`src/rtl/led_pkg.sv`:
```
`default_nettype none
`timescale 1ns/1ps
// ============================================================================
// led_pkg: shared constants and FSM state type for the LED chain driver.
// Revision: 1.0
// ============================================================================
package led_pkg;

    localparam int FRAME_W         = 32;
    localparam int BIT_CNT_W       = $clog2(FRAME_W);
    localparam int DEFAULT_CLK_DIV = 2;

    typedef enum logic [1:0] {
        IDLE  = 2'd0,
        SHIFT = 2'd1,
        LATCH = 2'd2
    } state_t;

endpackage
`default_nettype wire

```
`src/rtl/led_pwm_dimmer.sv`:
```
`default_nettype none
`timescale 1ns/1ps
// ============================================================================
// led_pwm_dimmer: 8-bit brightness PWM on active-low OE, dark until first latch.
// Revision: 1.0
// ============================================================================
module led_pwm_dimmer (
    input  logic       clk,
    input  logic       rst,
    input  logic [7:0] bright,
    input  logic       latch_done,
    output logic       oe_n
);

    logic [7:0] r_cnt;
    logic [7:0] r_bright;
    logic       r_shown;

    always_ff @(posedge clk) begin
        if (rst) begin
            r_cnt    <= 8'd0;
            r_bright <= 8'd0;
            r_shown  <= 1'b0;
        end else begin
            r_cnt <= r_cnt + 8'd1;
            // Duty only changes on a period boundary so no partial period is seen
            if (r_cnt == 8'hFF) begin
                r_bright <= bright;
            end
            if (latch_done) begin
                r_shown <= 1'b1;
            end
        end
    end

    assign oe_n = ~(r_shown & (r_cnt < r_bright));

endmodule
`default_nettype wire

```
`src/rtl/led_frame_serializer.sv`:
```
`default_nettype none
`timescale 1ns/1ps
// ============================================================================
// led_frame_serializer: buffers 32-bit frames and shifts them MSB-first into
// a 595-style chain with SHCP/STCP strobes and PWM-dimmed OE.
// Revision: 1.0
// ============================================================================
module led_frame_serializer
    import led_pkg::*;
#(
    parameter int CLK_DIV = DEFAULT_CLK_DIV
) (
    input  logic               clk,
    input  logic               rst,
    input  logic [FRAME_W-1:0] in_data,
    input  logic               in_valid,
    output logic               in_ready,
    input  logic [7:0]         bright,
    output logic               DS,
    output logic               SHCP,
    output logic               STCP,
    output logic               OE,
    output logic               busy,
    output logic               frame_done
);

    localparam int                   DIV_W      = (CLK_DIV > 1) ? $clog2(CLK_DIV) : 1;
    localparam logic [DIV_W-1:0]     c_div_last = DIV_W'(CLK_DIV - 1);
    localparam logic [BIT_CNT_W-1:0] c_bit_last = BIT_CNT_W'(FRAME_W - 1);

    state_t               r_state;
    logic [FRAME_W-1:0]   r_buf;
    logic                 r_buf_full;
    logic [FRAME_W-1:0]   r_shift;
    logic [DIV_W-1:0]     r_div;
    logic                 r_hi;
    logic [BIT_CNT_W-1:0] r_bit;
    logic                 w_accept;

    // In IDLE a full buffer drains on this edge, so a new frame can refill it
    assign in_ready = ~r_buf_full | (r_state == IDLE);
    assign w_accept = in_valid & in_ready;
    assign DS       = (r_state == SHIFT) & r_shift[FRAME_W-1];
    assign busy     = (r_state != IDLE);

    always_ff @(posedge clk) begin
        if (rst) begin
            r_state    <= IDLE;
            r_buf      <= '0;
            r_buf_full <= 1'b0;
            r_shift    <= '0;
            r_div      <= '0;
            r_hi       <= 1'b0;
            r_bit      <= '0;
            SHCP       <= 1'b0;
            STCP       <= 1'b0;
            frame_done <= 1'b0;
        end else begin
            frame_done <= 1'b0;
            if (w_accept && (r_state != IDLE)) begin
                r_buf      <= in_data;
                r_buf_full <= 1'b1;
            end
            case (r_state)
                IDLE: begin
                    SHCP  <= 1'b0;
                    STCP  <= 1'b0;
                    r_div <= '0;
                    r_hi  <= 1'b0;
                    r_bit <= '0;
                    if (r_buf_full) begin
                        r_shift <= r_buf;
                        r_state <= SHIFT;
                        if (in_valid) begin
                            r_buf <= in_data;
                        end else begin
                            r_buf_full <= 1'b0;
                        end
                    end else if (in_valid) begin
                        r_shift <= in_data;
                        r_state <= SHIFT;
                    end
                end
                SHIFT: begin
                    if (r_div == c_div_last) begin
                        r_div <= '0;
                        if (!r_hi) begin
                            r_hi <= 1'b1;
                            SHCP <= 1'b1;
                        end else begin
                            // Next bit appears on DS together with the SHCP fall
                            r_hi    <= 1'b0;
                            SHCP    <= 1'b0;
                            r_shift <= {r_shift[FRAME_W-2:0], 1'b0};
                            if (r_bit == c_bit_last) begin
                                r_state <= LATCH;
                                STCP    <= 1'b1;
                            end else begin
                                r_bit <= r_bit + 1'b1;
                            end
                        end
                    end else begin
                        r_div <= r_div + 1'b1;
                    end
                end
                LATCH: begin
                    if (r_div == c_div_last) begin
                        r_div      <= '0;
                        STCP       <= 1'b0;
                        frame_done <= 1'b1;
                        r_state    <= IDLE;
                    end else begin
                        r_div <= r_div + 1'b1;
                    end
                end
                default: r_state <= IDLE;
            endcase
        end
    end

    led_pwm_dimmer u_pwm (
        .clk        (clk),
        .rst        (rst),
        .bright     (bright),
        .latch_done (frame_done),
        .oe_n       (OE)
    );

endmodule
`default_nettype wire
```
`config.mk`:
```
export PLATFORM = sky130hd
export DESIGN_NAME = led_frame_serializer
export DESIGN_NICKNAME = d
export VERILOG_FILES = /design/src/rtl/led_pkg.sv /design/src/rtl/led_pwm_dimmer.sv /design/src/rtl/led_frame_serializer.sv
export SDC_FILE = /design/constraint.sdc
export NUM_CORES = 1
export LEC_CHECK = 0
export BUFFER_PORTS_ARGS = -buffer_cell sky130_fd_sc_hd__clkbuf_2
export CAP_MARGIN = 20
export CORE_ASPECT_RATIO = 0.7
export CORE_MARGIN = 1.5
export CORE_UTILIZATION = 44
export DETAILED_ROUTE_END_ITERATION = 10
export HOLD_SLACK_MARGIN = 0.06
export PLACE_DENSITY = 0.7
export SLEW_MARGIN = 0
export SYNTH_ARGS = -nofsm -noshare
export SYNTH_HDL_FRONTEND = slang
export SYNTH_SLANG_ARGS = --single-unit
```
`constraint.sdc`:
```
create_clock -name clk -period 2.3 [get_ports clk]
set_input_delay 0.23 -clock clk [delete_from_list [all_inputs] [get_ports clk]]
set_output_delay 0.23 -clock clk [all_outputs]
set_load 0.005 [all_outputs]
```
==> flow_summary.yaml, run 1 <==
outcome:
  outcome: "complete, no violations"
timing:
  setup-violations-final: 0
  timing.fmax_ghz: 0.492
  min_period_ps: 2030
  hold_viol_final: 0
  drv_slew: 0
  rsz0062_at_grt: "no"
  slew-limit-headroom_pct: 64.8
  fin_skew_ps: 6.60
  period_share_pct: 88.3
  tightest_slew_ps: 528
  setup_tns_ps: 0
clock_tree:
  clk_latency_ps: 340
  ctsRootBufferMaster: "clkbuf_16"
  cts.hold.buffers_added: 0
  cts_sinks: 93
  cts_tree: "done"
  clock_path_buffers: 2
  cts_resized: 0
  cts_buffers: 9
  cts.htree.levels: 3
  postCtsSetupBuffers: 0
  clk_pin_slew_ps: 60
layout:
  areaGrowthSynthToFinish_pct: 12.2
  final_common_cell: "dfxtp_1"
  nFillCells: 966
  layout_common_cells: "93 x dfxtp_1, 63 x nand2_1, 49 x clkbuf_2"
  insertedDiodeCount: 0
  num-nets-final: 624
  drive_above_1_share_pct: 19.6
synth:
  avgSynthCellArea_sq_um: 8.80
  synth.net_count: 596
  async_flop_share_pct: 0
  synth_ff_type: "dfxtp_1"
  yosysTopAreaCellShare_pct: 39.3
  synth_top_cell_by_area: "dfxtp_1"
  synth_area_leaders: "dfxtp_1 39%, mux2i_1 8.9%, mux2_2 7.4%"
  synth.distinct_cells: 42
  yosysSeqAreaShare_pct: 39.3
  yosys_warnings: 0
  synth-seq-cells: 93
  synth_area_sq_um: 4740
  synth_edf_count: 0
  syn-instance-count: 538
grt:
  grt_pass1_vias: 3666
  antenna_found_initial: 0
  grt_max_degree: 87
  grt_remaining_overflow: 0
  grt_pass1_wl_um: 17200
  grt_use_total_pct: 18.6
pwr:
  leakage_nw: 2.06
  pwr_density_cell_nw_per_um2: 1170
  max-vdd-ir-drop_v: 0.000638
  p_total_mw: 6.21
worst_setup_path:
  crit_required_ps: 2070
  r2r-start: "r_bit[0]"
  worst_ep_arrival_time_ps: 1800
  worstSetupStartpoint: "r_state[1]"
  r2r-end: "r_bit[2]"
  rr_worst_depth: 6
  critical_path_class: "flip-flop to output port"
  rrSetupSlack_ps: 280
  worstSetupEndpoint: "DS"
  path_max_fanout: 41
  start_kind: "flip-flop"
  end_kind: "output port"
floorplan:
  start_util_pct: 45.6
  core_area_sq_um: 10400
  ios: 50
  rows: 31
  die_y_um: 89.8
  die-area_sq_um: 11400
  die_w_um: 127
route:
  drtIter0Drc: 254
  final_antenna_net_count: 0
  wl_um: 10300
  post-route-drc-count: 0
  viasPerCell: 5.47
  vias: 3842
  wl_per_cell_um: 14.7
  dr.pass1.iters: 4
placement:
  hpwlAfterDp_um: 6810
  portBuffers: 49
  gp_congestion: 0.775
flow_run:
  cap_violations: 0
hold_path:
  min_path_type: "input pin to flip-flop"
worst min-delay path by stage:
stage           startpoint           endpoint  slack, ps  cells after the start
6_report         bright[6]  u_pwm.r_bright[6]        120                      3
5_1_grt          bright[3]  u_pwm.r_bright[3]        120                      3
4_1_cts          bright[6]  u_pwm.r_bright[6]        110                      3
3_5_place_dp   r_shift[15]        r_shift[15]        450                      2
3_3_place_gp    r_shift[9]         r_shift[9]        440                      2
2_1_floorplan    bright[0]  u_pwm.r_bright[0]        370                      2
worst max-delay path: stages, from the launching register on:
cell and delay [ps]:
dfxtp_1 340, inv_1 120, ha_2 300, buf_4 390
and2_1 180, clkbuf_2 120
where the power goes:
group	total, mW	switching [mW]	internal, mW
Sequential	2.31	0.239	2.07
Combinational	2.44	1.36	1.08
Clock	1.47	0.594	0.875
synth_stat cells (2+ instances only):
| library cell | instances |
|---|---|
| o211ai_1 | 31 |
| nand3_1 | 41 |
| and3_1 | 2 |
| buf_4 | 2 |
| or3_1 | 5 |
| nand2_1 | 63 |
| buf_12 | 4 |
| buf_2 | 5 |
| mux2i_1 | 42 |
| dfxtp_1 | 93 |
| xnor2_1 | 2 |
| clkbuf_1 | 32 |
| nor2_1 | 11 |
| a21oi_1 | 43 |
| inv_1 | 15 |
| nand2b_1 | 33 |
| nand4_1 | 2 |
| ha_1 | 15 |
| or2_2 | 2 |
| xor2_1 | 4 |
| mux2_2 | 31 |
| o21ai_0 | 40 |
cell families after synthesis:
family / Yosys count / synth area share [%]
AO/OA/AOI/OAI: 123 / 15.5
XOR/XNOR: 6 / 1.11
adder cells (fa/ha/maj): 15 / 3.96
buffers and inverters: 61 / 6.66
flip-flops: 93 / 39.3
multiplexers: 73 / 16.2
AND/OR/NAND/NOR: 167 / 17.2
per-layer routing:
metal | global-route usage, % | up-vias | wire length, um
met3 | 5.12 | 7 | 519
met2 | 30.3 | 77 | 4840
li1 | - | 1938 | -
met4 | 4.45 | 0 | 80
met5 | 0 | - | 0
met1 | 24.5 | 1820 | 4900
area by class of cell:
type                    count  area, sq um  area share, %
repair buffers             62          368           6.93
inverters                  16         60.1           1.13
multi-input cells         384         2570           48.4
clock buffers              15          258           4.85
clock inverters             1         30.0          0.565
well taps                 132          165           3.11
flip-flops and latches     93         1860           35.1
metrics by stage:
step	hold slack (ps)	util, %	worst slack (ps)	cells	cell area (sq um)
3_5_place_dp	447	48.3	334	687	5020
4_1_cts	113	51.1	240	703	5310
5_1_grt	121	51.1	136	703	5310
2_1_floorplan	372	-	534	538	4740
3_3_place_gp	439	48.3	444	687	5020
6_report	122	51.1	269	703	5310
(Power assumes the default switching activity.)
==> inputs of run 2 (changes only) <==
CORE_UTILIZATION = 40   (was 44)
PLACE_DENSITY = 0.65   (was 0.7)
clock period = 2.4 ns   (was 2.3 ns; I/O delays follow)
==> run 2 against run 1 <==
Against the previous run: via count increased by 0.75%; combinational power about the same; utilization decreased by 5.0 points; sequential cell count unchanged; largest power group unchanged.
==> flow_summary.yaml, run 2 (synthesis gave the netlist of run 1 again) <==
outcome:
  outcome: "complete, no violations"
layout:
  drive_above_1_share_pct: 20.5
  areaGrowthSynthToFinish_pct: 13.0
  stdcell_area_sq_um: 5350
  layout_common_cells: "93 x dfxtp_1, 63 x nand2_1, 49 x clkbuf_2"
  finalNonFillerCells: 729
  insertedDiodeCount: 0
  num-nets-final: 626
  final_common_cell: "dfxtp_1"
  fin_util_pct: 46.1
clock_tree:
  ctsRootBufferMaster: "clkbuf_16"
  cts_tree: "done"
  postCtsSetupBuffers: 0
  cts.htree.levels: 3
  clock_path_buffers: 2
  cts_resized: 0
  clk_latency_ps: 340
  cts.hold.buffers_added: 0
  cts_sinks: 93
  clk_pin_slew_ps: 60
  cts_buffers: 9
floorplan:
  ios: 50
  die-area_sq_um: 12500
  rows: 33
  start_util_pct: 40.8
  die_y_um: 94.0
  die_w_um: 133
  core_area_sq_um: 11600
route:
  final_antenna_net_count: 0
  vias: 3871
  dr.pass1.iters: 4
  drtIter0Drc: 204
  wl_um: 10400
  post-route-drc-count: 0
  viasPerCell: 5.31
  wl_per_cell_um: 14.3
worst_setup_path:
  worstSetupStartpoint: "r_state[0]"
  path_max_fanout: 51
  cp_slowest_cell: "dfxtp_1"
  worst_ep_arrival_time_ps: 1790
  r2r-end: "r_bit[3]"
  critical_path_class: "flip-flop to output port"
  crit_required_ps: 2160
  start_kind: "flip-flop"
  worstSetupEndpoint: "DS"
  worstSetupPathDepth: 4
  r2r-start: "r_bit[0]"
  rrSetupSlack_ps: 430
  rr_worst_depth: 6
  max_stage_delay_ps: 430
  end_kind: "output port"
  critPathBufInv: 2
  crit_chain: "ha_2, buf_4, and2_1, clkbuf_2"
  cp_top_family: "buffers and inverters"
timing:
  tightest_slew_ps: 559
  fin_skew_ps: 7.56
  setup_tns_ps: 0
  rsz0062_at_grt: "no"
  setup-violations-final: 0
  hold_viol_final: 0
  slew-limit-headroom_pct: 62.7
  worst_slack_ps: 366
  min_period_ps: 2030
  period_share_pct: 84.8
  timing.fmax_ghz: 0.492
  drv_slew: 0
grt:
  grt_max_degree: 52
  grt_pass1_wl_um: 17500
  grt_use_total_pct: 17.5
  grt_remaining_overflow: 0
  grt_pass1_vias: 3661
  antenna_found_initial: 0
hold_path:
  worstHoldPathCells: 3
  min_path_type: "input pin to flip-flop"
pwr:
  max-vdd-ir-drop_v: 0.000476
  pwr_density_cell_nw_per_um2: 1120
  leakage_nw: 2.07
placement:
  hpwlAfterDp_um: 6930
  gp_congestion: 0.809
  placed_area_sq_um: 5070
  place_ws_ps: 454
  place_inst: 714
  portBuffers: 49
flow_run:
  cap_violations: 0
run 2: changes by cell type in the layout (fill, tap and decap cells not counted):
cell,delta
clkbuf_8,-1
clkbuf_1,-4
clkinvlp_4,+1
buf_4,+2
clkinv_2,+3
run 2: worst min-delay path by stage:
stage	startpoint	end	slack, ps
2_1_floorplan	bright[0]	u_pwm.r_bright[0]	380
3_3_place_gp	r_shift[18]	r_shift[18]	440
5_1_grt	bright[3]	u_pwm.r_bright[3]	120
3_5_place_dp	r_shift[9]	r_shift[9]	450
6_report	bright[3]	u_pwm.r_bright[3]	120
4_1_cts	bright[5]	u_pwm.r_bright[5]	110
run 2: cell type report:
class	count	area [sq um]
fill	1111	6250
multi-input combinational	384	2570
sequential	93	1860
timing repair buffer	64	383
clock buffer	10	229
tap	157	196
inverter	16	60.1
clock inverter	5	52.6
run 2: worst reg2reg max path, delay by kind of cell, from the launching register on:
family | cells | cell delay [ps]
flops | 1 | 340
compound gates | 1 | 140
simple gates | 3 | 1040
fa+ha+maj | 2 | 390
run 2: per-stage QoR:
stage               hold slack [ps]  power [mW]
global route                    124        6.39
finish                          124        6.01
detailed placement              448        4.64
floorplan                       382        4.20
CTS                             111        6.05
global placement                439        4.54
run 2: power breakdown:
group	leakage [nW]	internal, mW	total [mW]	switching (mW)
combinational	1.18	1.08	2.42	1.34
sequential	0.759	1.98	2.20	0.222
clock	0.138	0.797	1.39	0.589
run 2: routing by layer:
layer,GRT usage [%],vias to the layer above,part of all wire (%)
li1,-,1935,-
met1,22.0,1850,48
met2,29.9,72,47
met3,4.15,14,3.8
met4,4.85,0,1.1
met5,0,-,0
==> inputs of run 3 (changes only) <==
PLACE_DENSITY = 0.67   (was 0.65)
clock period = 1.6 ns   (was 2.4 ns; I/O delays follow)
==> run 3 against run 2 <==
Against the previous run: the flow now finishes with violations (negative setup slack); setup slack worse by 490 ps; combinational power is 110% higher; sequential power is 50% higher; register-to-register slack worse by 560 ps; clock power is 49% higher; total power is 75% higher; critical path depth is 3 higher; first-iteration DRC count is 35% higher; global-route usage is 0.86 points higher.
==> flow_summary.yaml, run 3 (synthesis gave the netlist of run 1 again) <==
timing:
  worst_slack_ps: -129
  tightest_slew_ps: 987
  setup-violations-final: 34
  timing.fmax_ghz: 0.578
  slew-limit-headroom_pct: 34.1
  min_period_ps: 1730
  hold_viol_final: 0
  hold_ws_ps: 78.5
  period_share_pct: 108
  setup_tns_ps: -1210
  rsz0062_at_grt: "yes"
  drv_slew: 0
  fin_skew_ps: 9.95
layout:
  layout_common_cells: "78 x dfxtp_1, 62 x nand2_1, 49 x clkbuf_2"
  insertedDiodeCount: 0
  stdcell_area_sq_um: 6060
  drive_above_1_share_pct: 30.4
  final_common_cell: "dfxtp_1"
  num-nets-final: 661
  areaGrowthSynthToFinish_pct: 27.9
worst_setup_path:
  rr_worst_depth: 7
  critical_path_class: "flip-flop to flip-flop"
  crit_chain: "ha_4, and3_4, ha_4, nand4b_1, buf_6, or3_4, a21oi_2"
  cp_slowest_cell: "dfxtp_2"
  r2r-end: "r_bit[2]"
  rrSetupSlack_ps: -130
  critPathMostFrequentCell: "ha_4"
  start_kind: "flip-flop"
  critPathBufInv: 1
  cp_top_family: "simple AND/OR/NAND/NOR gates"
  worst_ep_arrival_time_ps: 2000
  end_kind: "flip-flop"
  path_max_fanout: 5
  max_stage_delay_ps: 330
  r2r-start: "r_bit[1]"
  crit_required_ps: 1870
clock_tree:
  clk_latency_ps: 340
  clock_path_buffers: 2
  cts_sinks: 93
  cts.htree.levels: 3
  ctsRootBufferMaster: "clkbuf_16"
  cts_buffers: 9
  cts_tree: "done"
  clk_pin_slew_ps: 60
grt:
  grt_use_total_pct: 18.3
  grt_pass1_wl_um: 18500
  antenna_found_initial: 0
  grt_max_degree: 66
  grt_pass1_vias: 3921
  grt_remaining_overflow: 0
route:
  wl_um: 11700
  drtIter0Drc: 276
  final_antenna_net_count: 0
  viasPerCell: 5.31
  wl_per_cell_um: 15.3
  post-route-drc-count: 0
  dr.pass1.iters: 4
  vias: 4064
pwr:
  p_total_mw: 10.5
  leakage_nw: 2.34
  power_frac_seq_pct: 31.4
  pwr-share-comb_pct: 49.0
  pwr_density_cell_nw_per_um2: 1740
  p_int_mw: 6.85
  pwr-share-clk_pct: 19.6
  max-vdd-ir-drop_v: 0.000907
  p_sw_share_pct: 35.0
  power.switching_mw: 3.69
floorplan:
  die_w_um: 133
  core_area_sq_um: 11600
  ios: 50
  rows: 33
  die-area_sq_um: 12500
  die_y_um: 94.0
  start_util_pct: 40.8
placement:
  gp_congestion: 0.790
  portBuffers: 49
  place_ws_ps: -118
  hpwlAfterDp_um: 7130
  placed_area_sq_um: 5230
hold_path:
  worstHoldPathCells: 3
  min_path_type: "input pin to flip-flop"
  hold_path_startpoint: "in_data[21]"
outcome:
  violations: "negative setup slack"
  outcome: "complete, but fails checks"
flow_run:
  cap_violations: 0
==> run 3: worst register-to-register path, cell delays in order, from the launching register on <==
cell and delay, ps:
dfxtp_2 330, ha_4 160, and3_4 180, ha_4 150, nand4b_1 220, buf_6 180, or3_4 320, a21oi_2 130
==> run 3: how the worst max path moves through the flow <==
stage,from,to,depth (start not counted)
final,r_bit[1],r_bit[2],7
after detailed placement,r_bit[1],r_bit[2],6
after global placement,r_bit[1],r_bit[2],6
after global routing,u_pwm.r_bright[4],OE,6
after CTS,u_pwm.r_cnt[1],OE,4
after floorplan,r_bit[1],r_bit[2],6
==> run 3: per-stage QoR <==
stage	cells	util [%]
after floorplan	538	-
after global placement	724	45.1
after detailed placement	724	45.1
after CTS	751	49.3
after global routing	765	52.2
final	765	52.2
==> run 3: power by group through the flow <==
stage	logic (mW)	registers (mW)	clock network, mW
6_report	5.16	3.31	2.07
5_1_grt	5.55	3.39	2.22
4_1_cts	4.24	3.29	2.12
3_5_place_dp	3.89	3.33	0
3_3_place_gp	3.75	3.29	0
2_1_floorplan	3.15	3.23	0
==> run 3: per-layer routing <==
metal	wire, um	vias up	GRT usage, %
li1	-	2034	-
met1	5480	1950	24.5
met5	0	-	0
met4	182	0	5.31
met3	523	13	3.83
met2	5550	67	29.9
==> run 3: final cells by class <==
type                    count  area, sq um
multi-input cells         384         2750
clock buffers              14          274
well taps                 157          196
repair buffers             99          870
fillers                  1070         5540
flip-flops and latches     93         1880
clock inverters             2         16.3
inverters                  16         65.1
==> run 3: repair_timing <==
item / in CTS / in global routing
hold buffers: 8 / 0
setup endpoints to repair: 30 / 66
hold endpoints to repair: 8 / 0
resized for setup: 20 / 40
cloned: 1 / 5
pin swaps: 11 / 9
setup buffers: 3 / 11
